--- config.mk ---
export PLATFORM = sky130hd
export DESIGN_NAME = branch_pred_ctrl_flat
export DESIGN_NICKNAME = d
export VERILOG_FILES = /design/src/rtl/branch_pred_ctrl_if.sv /design/src/rtl/branch_pred_ctrl.sv /design/src/flat_wrapper.sv
export SDC_FILE = /design/constraint.sdc
export NUM_CORES = 1
export LEC_CHECK = 0
export CAP_MARGIN = 20
export CORE_ASPECT_RATIO = 1.2
export CORE_MARGIN = 5
export CORE_UTILIZATION = 52
export CTS_BUF_LIST = sky130_fd_sc_hd__clkbuf_4 sky130_fd_sc_hd__clkbuf_8
export DETAILED_ROUTE_END_ITERATION = 6
export GPL_ROUTABILITY_DRIVEN = 0
export GPL_TIMING_DRIVEN = 0
export HOLD_SLACK_MARGIN = 0.12
export PLACE_DENSITY = 0.92
export SLEW_MARGIN = 10
export SYNTH_ARGS = -nofsm -noshare
export SYNTH_HDL_FRONTEND = slang
export SYNTH_SLANG_ARGS = --single-unit
--- constraint.sdc ---
create_clock -name clk -period 6.1 [get_ports clk]
set_input_delay 1.525 -clock clk [delete_from_list [all_inputs] [get_ports clk]]
set_output_delay 1.525 -clock clk [all_outputs]
set_load 0.05 [all_outputs]
--- src/rtl/branch_pred_ctrl_if.sv ---
// branch_pred_ctrl_if: fetch/execute-side signals of the branch predictor and flush controller
interface branch_pred_ctrl_if #(
  parameter int CNT_W = 16
);
  logic pc_write;
  logic if_valid;
  logic [31:0] if_pc;
  logic [5:0] if_opcode;
  logic ex_valid;
  logic ex_branch;
  logic [31:0] ex_pc;
  logic ex_taken;
  logic ex_pred;
  logic predict;
  logic flush;
  logic flush_taken;
  logic [CNT_W-1:0] branch_cnt;
  logic [CNT_W-1:0] mispred_cnt;
  modport master (
    output pc_write, if_valid, if_pc, if_opcode, ex_valid, ex_branch, ex_pc, ex_taken, ex_pred,
    input predict, flush, flush_taken, branch_cnt, mispred_cnt
  );
  modport slave (
    input pc_write, if_valid, if_pc, if_opcode, ex_valid, ex_branch, ex_pc, ex_taken, ex_pred,
    output predict, flush, flush_taken, branch_cnt, mispred_cnt
  );
endinterface

--- src/rtl/branch_pred_ctrl.sv ---
// branch_pred_ctrl: 2-bit saturating-counter branch predictor with mispredict flush control and statistics
module branch_pred_ctrl #(
  parameter int IDX_W = 4,
  parameter int CNT_W = 16
) (
  input logic clk,
  input logic reset,
  branch_pred_ctrl_if.slave bus
);
  typedef enum logic {IDLE, FLUSH} state_t;
  state_t state, state_nxt;
  logic [1:0] tbl [2**IDX_W];
  logic [IDX_W-1:0] if_idx, ex_idx;
  logic [1:0] cur, upd;
  logic res, mis;
  logic flush, flush_nxt, flush_taken, flush_taken_nxt;
  logic [CNT_W-1:0] branch_cnt, mispred_cnt;
  logic unused_pc;
  assign if_idx = bus.if_pc[IDX_W+1:2];
  assign ex_idx = bus.ex_pc[IDX_W+1:2];
  assign unused_pc = ^{bus.if_pc[31:IDX_W+2], bus.if_pc[1:0], bus.ex_pc[31:IDX_W+2], bus.ex_pc[1:0]};
  // EX instructions seen during FLUSH are wrong-path and never resolve
  assign res = bus.ex_valid & bus.ex_branch & bus.pc_write & (state == IDLE) & ~reset;
  assign mis = res & (bus.ex_taken ^ bus.ex_pred);
  assign cur = tbl[ex_idx];
  assign upd = bus.ex_taken ? (&cur ? cur : cur + 2'd1) : (|cur ? cur - 2'd1 : cur);
  assign bus.predict = bus.if_valid & (bus.if_opcode == 6'b000100) & tbl[if_idx][1] & (state == IDLE);
  assign bus.flush = flush;
  assign bus.flush_taken = flush_taken;
  assign bus.branch_cnt = branch_cnt;
  assign bus.mispred_cnt = mispred_cnt;
  // a stalled PC cannot take the correction, so FLUSH holds until pc_write
  always_comb begin
    state_nxt = state;
    flush_nxt = flush;
    flush_taken_nxt = flush_taken;
    if (state == IDLE) begin
      state_nxt = mis ? FLUSH : IDLE;
      flush_nxt = mis;
      flush_taken_nxt = mis & bus.ex_taken;
    end else if (bus.pc_write) begin
      state_nxt = IDLE;
      flush_nxt = 1'b0;
      flush_taken_nxt = 1'b0;
    end
  end
  always_ff @(posedge clk) begin
    if (reset) begin
      state <= IDLE;
      flush <= 1'b0;
      flush_taken <= 1'b0;
      branch_cnt <= '0;
      mispred_cnt <= '0;
      for (int i = 0; i < 2**IDX_W; i++) tbl[i] <= 2'b01;
    end else begin
      state <= state_nxt;
      flush <= flush_nxt;
      flush_taken <= flush_taken_nxt;
      if (res) tbl[ex_idx] <= upd;
      if (res && !(&branch_cnt)) branch_cnt <= branch_cnt + CNT_W'(1);
      if (mis && !(&mispred_cnt)) mispred_cnt <= mispred_cnt + CNT_W'(1);
    end
  end
endmodule

--- src/flat_wrapper.sv ---
// flat-port wrapper written by rule: the top's interface ports become plain ports
module branch_pred_ctrl_flat 
#(
  parameter int IDX_W = 4,
  parameter int CNT_W = 16
)
  (clk, reset, bus_pc_write, bus_if_valid, bus_if_pc, bus_if_opcode, bus_ex_valid, bus_ex_branch, bus_ex_pc, bus_ex_taken, bus_ex_pred, bus_predict, bus_flush, bus_flush_taken, bus_branch_cnt, bus_mispred_cnt);
  branch_pred_ctrl_if #(.CNT_W(CNT_W)) bus_i ();
  input logic clk;
  input logic reset;
  input wire logic [$bits(bus_i.pc_write)-1:0] bus_pc_write;
  input wire logic [$bits(bus_i.if_valid)-1:0] bus_if_valid;
  input wire logic [$bits(bus_i.if_pc)-1:0] bus_if_pc;
  input wire logic [$bits(bus_i.if_opcode)-1:0] bus_if_opcode;
  input wire logic [$bits(bus_i.ex_valid)-1:0] bus_ex_valid;
  input wire logic [$bits(bus_i.ex_branch)-1:0] bus_ex_branch;
  input wire logic [$bits(bus_i.ex_pc)-1:0] bus_ex_pc;
  input wire logic [$bits(bus_i.ex_taken)-1:0] bus_ex_taken;
  input wire logic [$bits(bus_i.ex_pred)-1:0] bus_ex_pred;
  output wire logic [$bits(bus_i.predict)-1:0] bus_predict;
  output wire logic [$bits(bus_i.flush)-1:0] bus_flush;
  output wire logic [$bits(bus_i.flush_taken)-1:0] bus_flush_taken;
  output wire logic [$bits(bus_i.branch_cnt)-1:0] bus_branch_cnt;
  output wire logic [$bits(bus_i.mispred_cnt)-1:0] bus_mispred_cnt;
  assign bus_i.pc_write = bus_pc_write;
  assign bus_i.if_valid = bus_if_valid;
  assign bus_i.if_pc = bus_if_pc;
  assign bus_i.if_opcode = bus_if_opcode;
  assign bus_i.ex_valid = bus_ex_valid;
  assign bus_i.ex_branch = bus_ex_branch;
  assign bus_i.ex_pc = bus_ex_pc;
  assign bus_i.ex_taken = bus_ex_taken;
  assign bus_i.ex_pred = bus_ex_pred;
  assign bus_predict = bus_i.predict;
  assign bus_flush = bus_i.flush;
  assign bus_flush_taken = bus_i.flush_taken;
  assign bus_branch_cnt = bus_i.branch_cnt;
  assign bus_mispred_cnt = bus_i.mispred_cnt;
  branch_pred_ctrl #(.IDX_W(IDX_W), .CNT_W(CNT_W)) u_core (.clk(clk), .reset(reset), .bus(bus_i));
endmodule
# Yosys cells after proc, flatten, opt, wreduce, memory -nomap -nowiden
# Memory sizes are Yosys's and may differ from the RTL's.
# Cells that the tools add are included.
# classes
add_sub_neg	4
reduce_logical	9
order_cmp	0
shift	0
n_mux	17
n_mul	0
n_eq_ne	2
div_mod_pow	0
n_bitwise	12
# ops
op	count
$add 16x1->16 const B	2
$reduce_and 16->1	2
$mux 1	12
$and 1x1->1	9
$mux 2	4
$eq 6x3->1 const B	1
$mux 4	1
$reduce_or 2->1	2
$add 2x1->2 const B	1
$logic_and 1x1->1	2
$logic_not 1->1	2
$ne 2x2->1 const B	1
$not 1->1	2
$reduce_and 2->1	1
$sub 2x1->2 const B	1
$xor 1x1->1	1
# word_totals
inputBits	78
rom_bits	0
output_inout_bits	35
n_memories	1
latchBits	0
mem_bits_rw	32
reg_bits	35
elab_cells	50
# mem_list
memory	depth	width	read_ports	rd_ports_with_merged_regs	wr	line_no	source
u_core.tbl	16	2	2	0	16	branch_pred_ctrl.sv:12	logic [1:0] tbl [2**IDX_W];

# Longest topological paths before layout
# depth
ltp_word	9
ltp_mapped	7
depth_no_buf	6

# Worst setup path after synthesis
# OpenSTA, ideal clock, no wires.
# synth_path
path_kind	input-to-output
from	input port bus_if_pc[2]
to	output port bus_predict
path_stages	3
arrival_time_ns	2.797
required_ns	4.575
n_path_buf	0
path_slack_ns	1.778
path_cell_list	mux4_2 > mux4_2 > and3_1
# synth_between
elab_chain_cells	3
# synth_rtl
item	line_no	source
start, declared	flat_wrapper.sv:13	input wire logic [$bits(bus_i.if_pc)-1:0] bus_if_pc;
$mem_v2 16x2	--	
$and 1x1->1 (2 in series)	branch_pred_ctrl.sv:27	assign bus.predict = bus.if_valid & (bus.if_opcode == 6'b000100) & tbl[if_idx][1] & (state == IDLE);
end, declared	flat_wrapper.sv:20	output wire logic [$bits(bus_i.predict)-1:0] bus_predict;
# No other way between the ends.

# Final worst setup path
# Same ends and word-level chain as after synthesis.

==> impl_metrics.json <==
{
  "outcome": "completed",
  "cts.sinks": 67,
  "antenna_found_initial": 0,
  "root_buffer": "clkbuf_8",
  "die-area_sq_um": 8490,
  "vias": 3004,
  "cts_max_path_buffers": 2,
  "max_freq_ghz": 0.179,
  "p_leak_nw": 1.41,
  "r2r_start": "u_core.tbl[2][1]",
  "synth_cell_types": 52,
  "area_delta_synth_final_pct": 24.9,
  "first_pass_iters": 5,
  "clkTransAtPathRegs_ns": 0.07,
  "final.setup.tns_ns": 0,
  "worst_pin_slew_ns": 0.729,
  "cts_buffers": 9,
  "drcViolationCount": 0,
  "avgRoutedWirePerCell_um": 17.7,
  "initial_core_util_pct": 54.1,
  "min_from": "u_core.bus.branch_cnt[7]",
  "critPathLaunchType": "input pin",
  "grt_first_pass_wirelength_um": 14500,
  "syn_avg_cell_area_sq_um": 10.5,
  "period_share_pct": 91.8,
  "port_buffers": 55,
  "ys_ff_latch": 67,
  "chipHeight_um": 100,
  "nets": 481,
  "synth-async-reset-ratio_pct": 0,
  "crit_buf_inv": 2,
  "crit_required_ns": 4.58,
  "hold_viol": 0,
  "grt_max_degree": 13,
  "fill_cells": 526,
  "vias_per_cell": 6.12,
  "synth_flop_cell": "dfxtp_1",
  "diodes": 0,
  "power.total_w": 0.000968,
  "worstSetupPathType": "input pin to output port",
  "die_w_um": 85.0,
  "synth.largest_area_cell": "edfxtp_1",
  "yosys_warnings": 0,
  "syn-cell-area_sq_um": 3510,
  "finClkSkew_ns": 0.0105,
  "path_max_fanout": 4,
  "relSlewSlack_pct": 51.0,
  "holdBufCountCts": 0,
  "cap_violations": 0,
  "ys_seq_area_share_pct": 47.4,
  "cts_setup_buffers": 0,
  "dp_slack_ns": 0.497,
  "dpl.hpwl_um": 6300,
  "startpoint": "bus_if_pc[2]",
  "wl_um": 8710,
  "cp_slowest_cell": "clkdlybuf4s50_1",
  "track_usage_pct": 21.2,
  "grt_setup_unrepaired": "no",
  "timing.final.ws_setup_ns": 0.499,
  "p_per_area_nw_per_um2": 221,
  "cts_tree": "done",
  "max_stage_delay_ns": 0.69,
  "synth.most_common_cell": "nor2_1",
  "report.final.slew_viol_count": 0,
  "netlist_top_cells_count": "nor2_1 (42), dfxtp_1 (35), edfxtp_1 (32)",
  "htree_levels": 3,
  "rows": 32,
  "post_cts_resized": 0,
  "ir_worst_vdd_uv": 126,
  "syn-instance-count": 335,
  "synth_edf_count": 32,
  "fin_crit_ns": 5.60,
  "cp.arrival_ns": 4.08,
  "end_kind": "output port",
  "yosys-top-cells-area": "edfxtp_1 (27%), dfxtp_1 (20%), mux4_2 (5.1%)",
  "crit_family": "buffers and inverters",
  "hold_class": "flop to flop",
  "clk_latency_ns": 0.34,
  "path_cells": "clkdlybuf4s50_1 -> mux4_2 -> mux4_2 -> and3_1 -> clkdlybuf4s50_1",
  "postRouteAntennaNets": 0,
  "grt_overflow": 0,
  "synthesis.nets": 415,
  "core_sq_um": 6490,
  "setup_violations": 0,
  "io_pins": 113,
  "detail_route.iter0.violations": 123,
  "drive_above_1_share_pct": 12.6,
  "grt_pass1_vias": 3106,
  "synth_top_area_share_pct": 27.4
}
routing by layer:
metal / wire (um) / part of all wire, % / global-route usage (%) / vias up
met5: 0 / 0 / 0 / -
met4: 197 / 2.3 / 9.26 / 0
met3: 567 / 6.5 / 5.67 / 23
met1: 3370 / 39 / 23.6 / 1454
li1: - / - / - / 1384
met2: 4570 / 53 / 37.9 / 143
flip-flops by register name (all words and copies together), names as in the netlist:
register / cells
u_core.bus.branch_cnt: 16
u_core.bus.flush: 1
u_core.bus.flush_taken: 1
u_core.bus.mispred_cnt: 16
u_core.state: 1
u_core.tbl: 32
area by class of cell:
cell class	instances	area [sq um]	area share [%]
tap	85	106	2.43
sequential	67	1660	37.9
buffer	12	68.8	1.57
timing repair buffer	55	551	12.6
clock buffer	9	124	2.83
inverter	4	15.0	0.343
clock inverter	7	92.6	2.11
multi-input combinational	252	1760	40.2
metrics by stage:
stage,instances,cell area [sq um],util [%],hold slack [ns]
3_3_place_gp,475,4160,64.2,0.483
5_1_grt,491,4380,67.5,0.544
6_report,491,4380,67.5,0.510
2_1_floorplan,335,3510,-,0.712
4_1_cts,491,4380,67.5,0.514
3_5_place_dp,475,4160,64.2,0.498
logic make-up after synthesis:
family | after synthesis | synth area share (%)
DFF | 67 | 47.4
AOI/OAI and AO/OA | 43 | 8.35
xor gates and xnor gates | 17 | 4.25
adders and majority gates | 4 | 1.36
buffers and inverters | 16 | 2.39
muxes | 15 | 9.45
and+or+nand+nor | 173 | 26.8
worst reg2reg max path, delay by kind of cell, from the launching register on:
kind            cells  cell delay (ns)
buf+inv             1             0.18
mux                 1             0.52
simple gates        2             0.29
compound gates      1             0.22
fa+ha+maj           1             0.29
flops               1             0.43
cell usage in the layout (no fill, tap or decap), drive strengths merged, types with 3 or more instances in the layout:
cell type      Yosys  final
nor2              43     43
nor3              15     15
and4               6      6
or4                3      3
nand3             17     17
a21oi             15     15
nand2             31     31
nor2b              5      5
clkdlybuf4s50      0     55
xnor2              4      4
nand4              8      8
clkbuf             7     16
o2111ai            3      3
clkinvlp           0      3
dfxtp             35     35
xor2              13     13
o31ai              4      4
or3                8      8
o211ai             5      5
buf                5      5
nand2b            10     10
o21ai              9      9
and3               8      8
inv                4      4
edfxtp            32     32
or2               12     12
mux4              13     13
power breakdown:
group          switching (W)  total [W]  internal, W
clock               0.000176   0.000404     0.000229
sequential        0.00000347   0.000478     0.000474
combinational      0.0000470  0.0000858    0.0000389
total               0.000226   0.000968     0.000742
final timing paths:
| kind | end | slack [ns] | cells past startpoint |
|---|---|---|---|
| setup / recovery | bus_predict | 0.50 | 5 |
| setup reg to reg | u_core.tbl[11][1] | 3.93 | 6 |
| hold / removal | u_core.bus.branch_cnt[7] | 0.51 | 2 |
| hold reg to reg | u_core.bus.branch_cnt[7] | 0.51 | 2 |
Power figures use the tool's default switching activity.
